--- src/rtl/ps2_rx_fifo.sv ---
// PS/2 keyboard receiver: synchroniser, glitch filter, frame FSM, E0/F0 prefix folding, FWFT event FIFO.
// Optional build macro PS2_DEBUG_EN drives the registered dbg probe bus; otherwise dbg is tied low.
//
// state    | meaning
// ---------+------------------------------------------------
// S_IDLE   | waiting for a start bit
// S_DATA   | shifting in 8 data bits, LSB first
// S_PARITY | waiting for the parity bit
// S_STOP   | waiting for the stop bit
// S_CHECK  | one cycle: validate frame, decode prefixes, push
module ps2_rx_fifo #(
  parameter int FILTER_LEN  = 8,
  parameter int TIMEOUT_CYC = 50000,
  parameter int FIFO_DEPTH  = 8,
  parameter int LVL_W       = 4
) (
  input  logic             clk,
  input  logic             rst,
  input  logic             ps_clk,
  input  logic             ps_data,
  input  logic             evt_ready,
  input  logic             ovf_clr,
  output logic             evt_valid,
  output logic [7:0]       evt_code,
  output logic             evt_ext,
  output logic             evt_break,
  output logic [LVL_W-1:0] fifo_level,
  output logic             overflow,
  output logic             frame_err,
  output logic [9:0]       dbg
);

  localparam int AW = $clog2(FIFO_DEPTH);
  localparam int TW = $clog2(TIMEOUT_CYC + 1);
  localparam logic [LVL_W-1:0] DEPTH_L = LVL_W'(FIFO_DEPTH);
  localparam logic [TW-1:0]    TMO_L   = TW'(TIMEOUT_CYC - 1);

  typedef enum logic [2:0] {S_IDLE, S_DATA, S_PARITY, S_STOP, S_CHECK} state_t;

  logic [1:0]            clk_sync, data_sync;
  logic [FILTER_LEN-1:0] clk_sr, data_sr, clk_sr_nx, data_sr_nx;
  logic                  filt_clk, filt_data, filt_clk_d, fall;

  assign clk_sr_nx  = {clk_sr[FILTER_LEN-2:0], clk_sync[1]};
  assign data_sr_nx = {data_sr[FILTER_LEN-2:0], data_sync[1]};
  assign fall       = filt_clk_d & ~filt_clk;

  // Filtered levels only move once the whole window agrees; idle bus level is high.
  always_ff @(posedge clk or posedge rst) begin
    if (rst) begin
      clk_sync   <= '1;
      data_sync  <= '1;
      clk_sr     <= '1;
      data_sr    <= '1;
      filt_clk   <= 1'b1;
      filt_data  <= 1'b1;
      filt_clk_d <= 1'b1;
    end else begin
      clk_sync   <= {clk_sync[0], ps_clk};
      data_sync  <= {data_sync[0], ps_data};
      clk_sr     <= clk_sr_nx;
      data_sr    <= data_sr_nx;
      filt_clk_d <= filt_clk;
      if (&clk_sr_nx)       filt_clk <= 1'b1;
      else if (~|clk_sr_nx) filt_clk <= 1'b0;
      if (&data_sr_nx)       filt_data <= 1'b1;
      else if (~|data_sr_nx) filt_data <= 1'b0;
    end
  end

  state_t         state, state_nx;
  logic [3:0]     bitcnt, bitcnt_nx;
  logic [7:0]     shreg, shreg_nx;
  logic           par_bit, par_nx, stop_bit, stop_nx;
  logic [TW-1:0]  tcnt, tcnt_nx;
  logic           ext, ext_nx, brk, brk_nx;
  logic           push, err_nx, timeout_hit, in_frame;
  logic [9:0]     push_data;

  assign push_data = {ext, brk, shreg};
  assign in_frame  = (state == S_DATA) || (state == S_PARITY) || (state == S_STOP);

  always_comb begin
    state_nx    = state;
    bitcnt_nx   = bitcnt;
    shreg_nx    = shreg;
    par_nx      = par_bit;
    stop_nx     = stop_bit;
    ext_nx      = ext;
    brk_nx      = brk;
    push        = 1'b0;
    err_nx      = 1'b0;
    tcnt_nx     = (in_frame && !fall) ? tcnt + TW'(1) : '0;
    timeout_hit = in_frame && !fall && (tcnt == TMO_L);

    case (state)
      S_IDLE: begin
        if (fall) begin
          if (!filt_data) begin
            state_nx  = S_DATA;
            bitcnt_nx = 4'd0;
          end else begin
            err_nx = 1'b1;
          end
        end
      end
      S_DATA: begin
        if (fall) begin
          shreg_nx  = {filt_data, shreg[7:1]};
          bitcnt_nx = bitcnt + 4'd1;
          if (bitcnt == 4'd7) state_nx = S_PARITY;
        end
      end
      S_PARITY: begin
        if (fall) begin
          par_nx   = filt_data;
          state_nx = S_STOP;
        end
      end
      S_STOP: begin
        if (fall) begin
          stop_nx  = filt_data;
          state_nx = S_CHECK;
        end
      end
      S_CHECK: begin
        state_nx = S_IDLE;
        if ((^{par_bit, shreg}) && stop_bit) begin
          case (shreg)
            8'hE0: ext_nx = 1'b1;
            8'hF0: brk_nx = 1'b1;
            8'h00, 8'hFF: begin
              err_nx = 1'b1;
              ext_nx = 1'b0;
              brk_nx = 1'b0;
            end
            default: begin
              push   = 1'b1;
              ext_nx = 1'b0;
              brk_nx = 1'b0;
            end
          endcase
        end else begin
          err_nx = 1'b1;
          ext_nx = 1'b0;
          brk_nx = 1'b0;
        end
      end
      default: state_nx = S_IDLE;
    endcase

    if (timeout_hit) begin
      state_nx = S_IDLE;
      err_nx   = 1'b1;
      ext_nx   = 1'b0;
      brk_nx   = 1'b0;
    end
  end

  always_ff @(posedge clk or posedge rst) begin
    if (rst) begin
      state     <= S_IDLE;
      bitcnt    <= '0;
      shreg     <= '0;
      par_bit   <= 1'b0;
      stop_bit  <= 1'b0;
      tcnt      <= '0;
      ext       <= 1'b0;
      brk       <= 1'b0;
      frame_err <= 1'b0;
    end else begin
      state     <= state_nx;
      bitcnt    <= bitcnt_nx;
      shreg     <= shreg_nx;
      par_bit   <= par_nx;
      stop_bit  <= stop_nx;
      tcnt      <= tcnt_nx;
      ext       <= ext_nx;
      brk       <= brk_nx;
      frame_err <= err_nx;
    end
  end

  logic [9:0]       mem [FIFO_DEPTH];
  logic [AW-1:0]    wr_ptr, rd_ptr, rd_nx;
  logic [LVL_W-1:0] lvl_after_pop, level_nx;
  logic             pop, full, push_ok, drop;
  logic [9:0]       head_nx;

  always_comb begin
    pop           = evt_valid & evt_ready;
    full          = (fifo_level == DEPTH_L);
    push_ok       = push & (~full | pop);
    drop          = push & ~push_ok;
    lvl_after_pop = pop ? fifo_level - LVL_W'(1) : fifo_level;
    level_nx      = push_ok ? lvl_after_pop + LVL_W'(1) : lvl_after_pop;
    rd_nx         = pop ? rd_ptr + AW'(1) : rd_ptr;
    // An event written into an otherwise empty FIFO becomes the head directly.
    head_nx       = (lvl_after_pop == '0) ? push_data : mem[rd_nx];
  end

  always_ff @(posedge clk) begin
    if (push_ok) mem[wr_ptr] <= push_data;
  end

  always_ff @(posedge clk or posedge rst) begin
    if (rst) begin
      wr_ptr     <= '0;
      rd_ptr     <= '0;
      fifo_level <= '0;
      evt_valid  <= 1'b0;
      evt_code   <= '0;
      evt_ext    <= 1'b0;
      evt_break  <= 1'b0;
      overflow   <= 1'b0;
    end else begin
      if (push_ok) wr_ptr <= wr_ptr + AW'(1);
      rd_ptr     <= rd_nx;
      fifo_level <= level_nx;
      evt_valid  <= (level_nx != '0);
      {evt_ext, evt_break, evt_code} <= head_nx;
      if (drop)         overflow <= 1'b1;
      else if (ovf_clr) overflow <= 1'b0;
    end
  end

`ifdef PS2_DEBUG_EN
  logic [9:0] dbg_q;
  always_ff @(posedge clk or posedge rst) begin
    if (rst) dbg_q <= '0;
    else     dbg_q <= {timeout_hit, bitcnt, state, filt_data, filt_clk};
  end
  assign dbg = dbg_q;
`else
  assign dbg = 10'b0;
`endif

endmodule
--- config.mk ---
export PLATFORM = sky130hd
export DESIGN_NAME = ps2_rx_fifo
export DESIGN_NICKNAME = d
export VERILOG_FILES = /design/src/rtl/ps2_rx_fifo.sv
export SDC_FILE = /design/constraint.sdc
export NUM_CORES = 1
export LEC_CHECK = 0
export ABC_AREA = 1
export BUFFER_PORTS_ARGS = -buffer_cell sky130_fd_sc_hd__buf_4
export CORE_MARGIN = 4
export CORE_UTILIZATION = 55
export CTS_CLUSTER_DIAMETER = 30
export DETAILED_ROUTE_END_ITERATION = 8
export PLACE_DENSITY = 0.73
export SKIP_LAST_GASP = 1
export SLEW_MARGIN = 20
export SYNTH_ARGS = -nofsm -noshare
export SYNTH_HDL_FRONTEND = slang
export SYNTH_SLANG_ARGS = --single-unit
--- constraint.sdc ---
create_clock -name clk -period 4.17 [get_ports clk]
set_clock_uncertainty 0.2 [all_clocks]
set_input_delay 0.2085 -clock clk [delete_from_list [all_inputs] [get_ports clk]]
set_output_delay 0.2085 -clock clk [all_outputs]
set_load 0.005 [all_outputs]
==> metrics.txt <==
Synth area leader=edfxtp_1; FILL cells=935; # IOs=33; Hold Path Class=flip-flop to flip-flop; Clock transition at path regs=0.06 ns; Reg2Reg Setup Slack=0.93 ns; WL final=14500 µm; Worst Path Required=4.10 ns; fmax=308 MHz; vias in the first global route=4796; share of layout cells above drive strength 1=17.4%; CP Launch Type=flip-flop; CTS tree=yes; Top FF cell, synth=edfxtp_1; Leakage Power=0.00329 µW; postcts setup bufs=0; largest net degree at the start of global routing=44; commonest cells after routing, fill and taps aside=99 x nor2_1, 80 x edfxtp_1, 77 x nand2_1, 70 x o21ai_0, 58 x dfrtp_1; clock sink total=159; synth unique cells=44; Synth top area share=34.4%; register area share after synthesis=63.1%; Initial DRT Pass Iterations=5; leading post-synthesis cells by cell area=edfxtp_1 34%, dfrtp_1 21%, dfstp_2 7.9%; ant diodes=0; Root Buffer Master=clkbuf_16; die area=0.0146 mm²; initial drt markers=503; headroom to the max-slew limit=37.7%; final setup fails=0; Synth-to-Final Area Change=14.5%; chip height=121 µm; Async SR Flop Fraction=49.7%; Tightest Pin Transition=0.932 ns; pre-CTS setup slack=0.955 ns; Synth Warn #=0; Worst Hold Launch=clk_sync[0]; R2R Path Start=shreg[6]; detailed placement HPWL=9370 µm; Tmin final=3.24 ns; Port Buffer Count=22; die width=121 µm; CTS Hold Bufs=5; CTS Buffer Depth=2; RSZ-0062 raised after global routing=false; fin worst setup slack=0.928 ns; EDFF count, synth=80; Tcrit/Tclk final=77.8%; status=finished, final reports clean; first-pass GRT wire length=24500 µm; Vias/cell=5.46; clk_lat worst skew=0.42 ns; Final Wtd Congestion=0.950; detailed-route via count=4756; H-tree depth=4; initial antenna violation count=0; number of CTS-inserted buffers=17; Final Hold Vio Count=0; Peak VDD IR=0.329 mV; crit path kind=flip-flop to flip-flop; nature of the critical path endpoint=flip-flop; GRT Residual Overflow=0; Yosys reg bits=159; Residual DRC=0; GRT Resource Usage Total=21.8%; core area=0.0122 mm²; R2R depth=14; CP max FO=11; Final Util=65.4%; Data arrival, critical path=3.17 ns; FP Rows=40; starting density of the core=57.1%; Post-Synthesis Cell Area=0.00698 mm²; Hold EP=clk_sync[1]; max cap viols=0; most common cell after layout, fill and taps aside=nor2_1; Routed WL per cell=16.7 µm; RR Endpoint=mem[3][8]; fin. max-slew vios=0; final antenna-violating net count=0; Mapped Avg Cell Area=10.7 µm²; Pwr per Cell Area=629 mW/mm²; # resized after CTS=0; Final #Nets=713; Syn Inst Count=652; Sum Neg Setup Slack=0 ns; WHS Path Cells=0
-- metrics by stage --
step	hold slack, ns	instance area [µm²]	power, µW	cells
after floorplan	0.0130	7010	2970	661
after global placement	0.116	7300	3340	834
after detailed placement	0.119	7300	3400	834
after CTS	0.154	7990	5060	871
after global routing	0.164	7990	5340	871
final	0.152	7990	5020	871
-- flip-flops by register name, summed over array words and instances, names as in the netlist, 4 cells and up --
signal / count
bitcnt: 4
data_sr: 7
evt_code: 8
tcnt: 16
clk_sr: 7
shreg: 8
fifo_level: 4
mem: 80
-- power breakdown --
group / leakage [µW] / switching [µW] / internal [µW]
combinational: 0.00125 / 963 / 489
clock: 0.000309 / 632 / 1010
sequential: 0.00174 / 116 / 1810
total: 0.00329 / 1710 / 3310
-- cell usage after synthesis, types with 6 or more instances --
cell type	number
dfrtp_1	58
dfstp_2	21
nand4_1	10
nand2_1	77
inv_1	56
ha_1	17
edfxtp_1	80
nor2_1	99
nor3_2	6
buf_2	9
buf_4	12
o21ai_0	70
nor4_1	6
o211ai_1	20
a21oi_1	17
nor3_1	10
nand3_1	28
-- cells by family after synthesis --
logic type | share of synthesized area (%)
buffers and inverters | 5.77
flip-flops | 63.1
AO/OA/AOI/OAI | 9.63
adder cells (fa/ha/maj) | 3.05
XOR/XNOR | 0.879
other | 0.0537
AND/OR/NAND/NOR | 17.5
-- worst max-delay path by stage --
stage,startpoint,to,depth (start not counted)
after floorplan,shreg[4],mem[1][0],13
after global placement,shreg[6],mem[3][2],14
after detailed placement,shreg[6],mem[3][2],14
after CTS,shreg[6],mem[3][1],14
after global routing,shreg[6],mem[3][8],14
final,shreg[6],mem[3][8],14
-- per-layer routing --
| metal | share of wire [%] | track usage, % | vias to the layer above |
|---|---|---|---|
| met3 | 5.4 | 4.35 | 21 |
| met4 | 1.9 | 9.28 | 0 |
| li1 | - | - | 2291 |
| met1 | 42 | 27.7 | 2315 |
| met5 | 0 | 0 | - |
| met2 | 51 | 36.7 | 129 |
-- area by class of cell --
class	instances	area [µm²]	area share (%)
repair buffers	39	305	3.82
inverters	61	230	2.88
clock buffers	17	425	5.33
clock inverters	15	208	2.60
flip-flops and latches	159	4410	55.2
multi-input cells	412	2200	27.6
well taps	168	210	2.63
-- critical path, stage by stage (launching register included) --
cell	delay [ns]
dfrtp_1	0.56
inv_1	0.14
ha_1	0.35
inv_1	0.09
nand2_1	0.06
nand2_1	0.07
nand2_1	0.05
nand3_1	0.09
inv_1	0.06
nor2_2	0.14
nand4_4	0.14
inv_1	0.13
nand2_1	0.11
nor3_1	0.49
buf_4	0.28
Note: power is estimated with default switching activity, not from simulation.
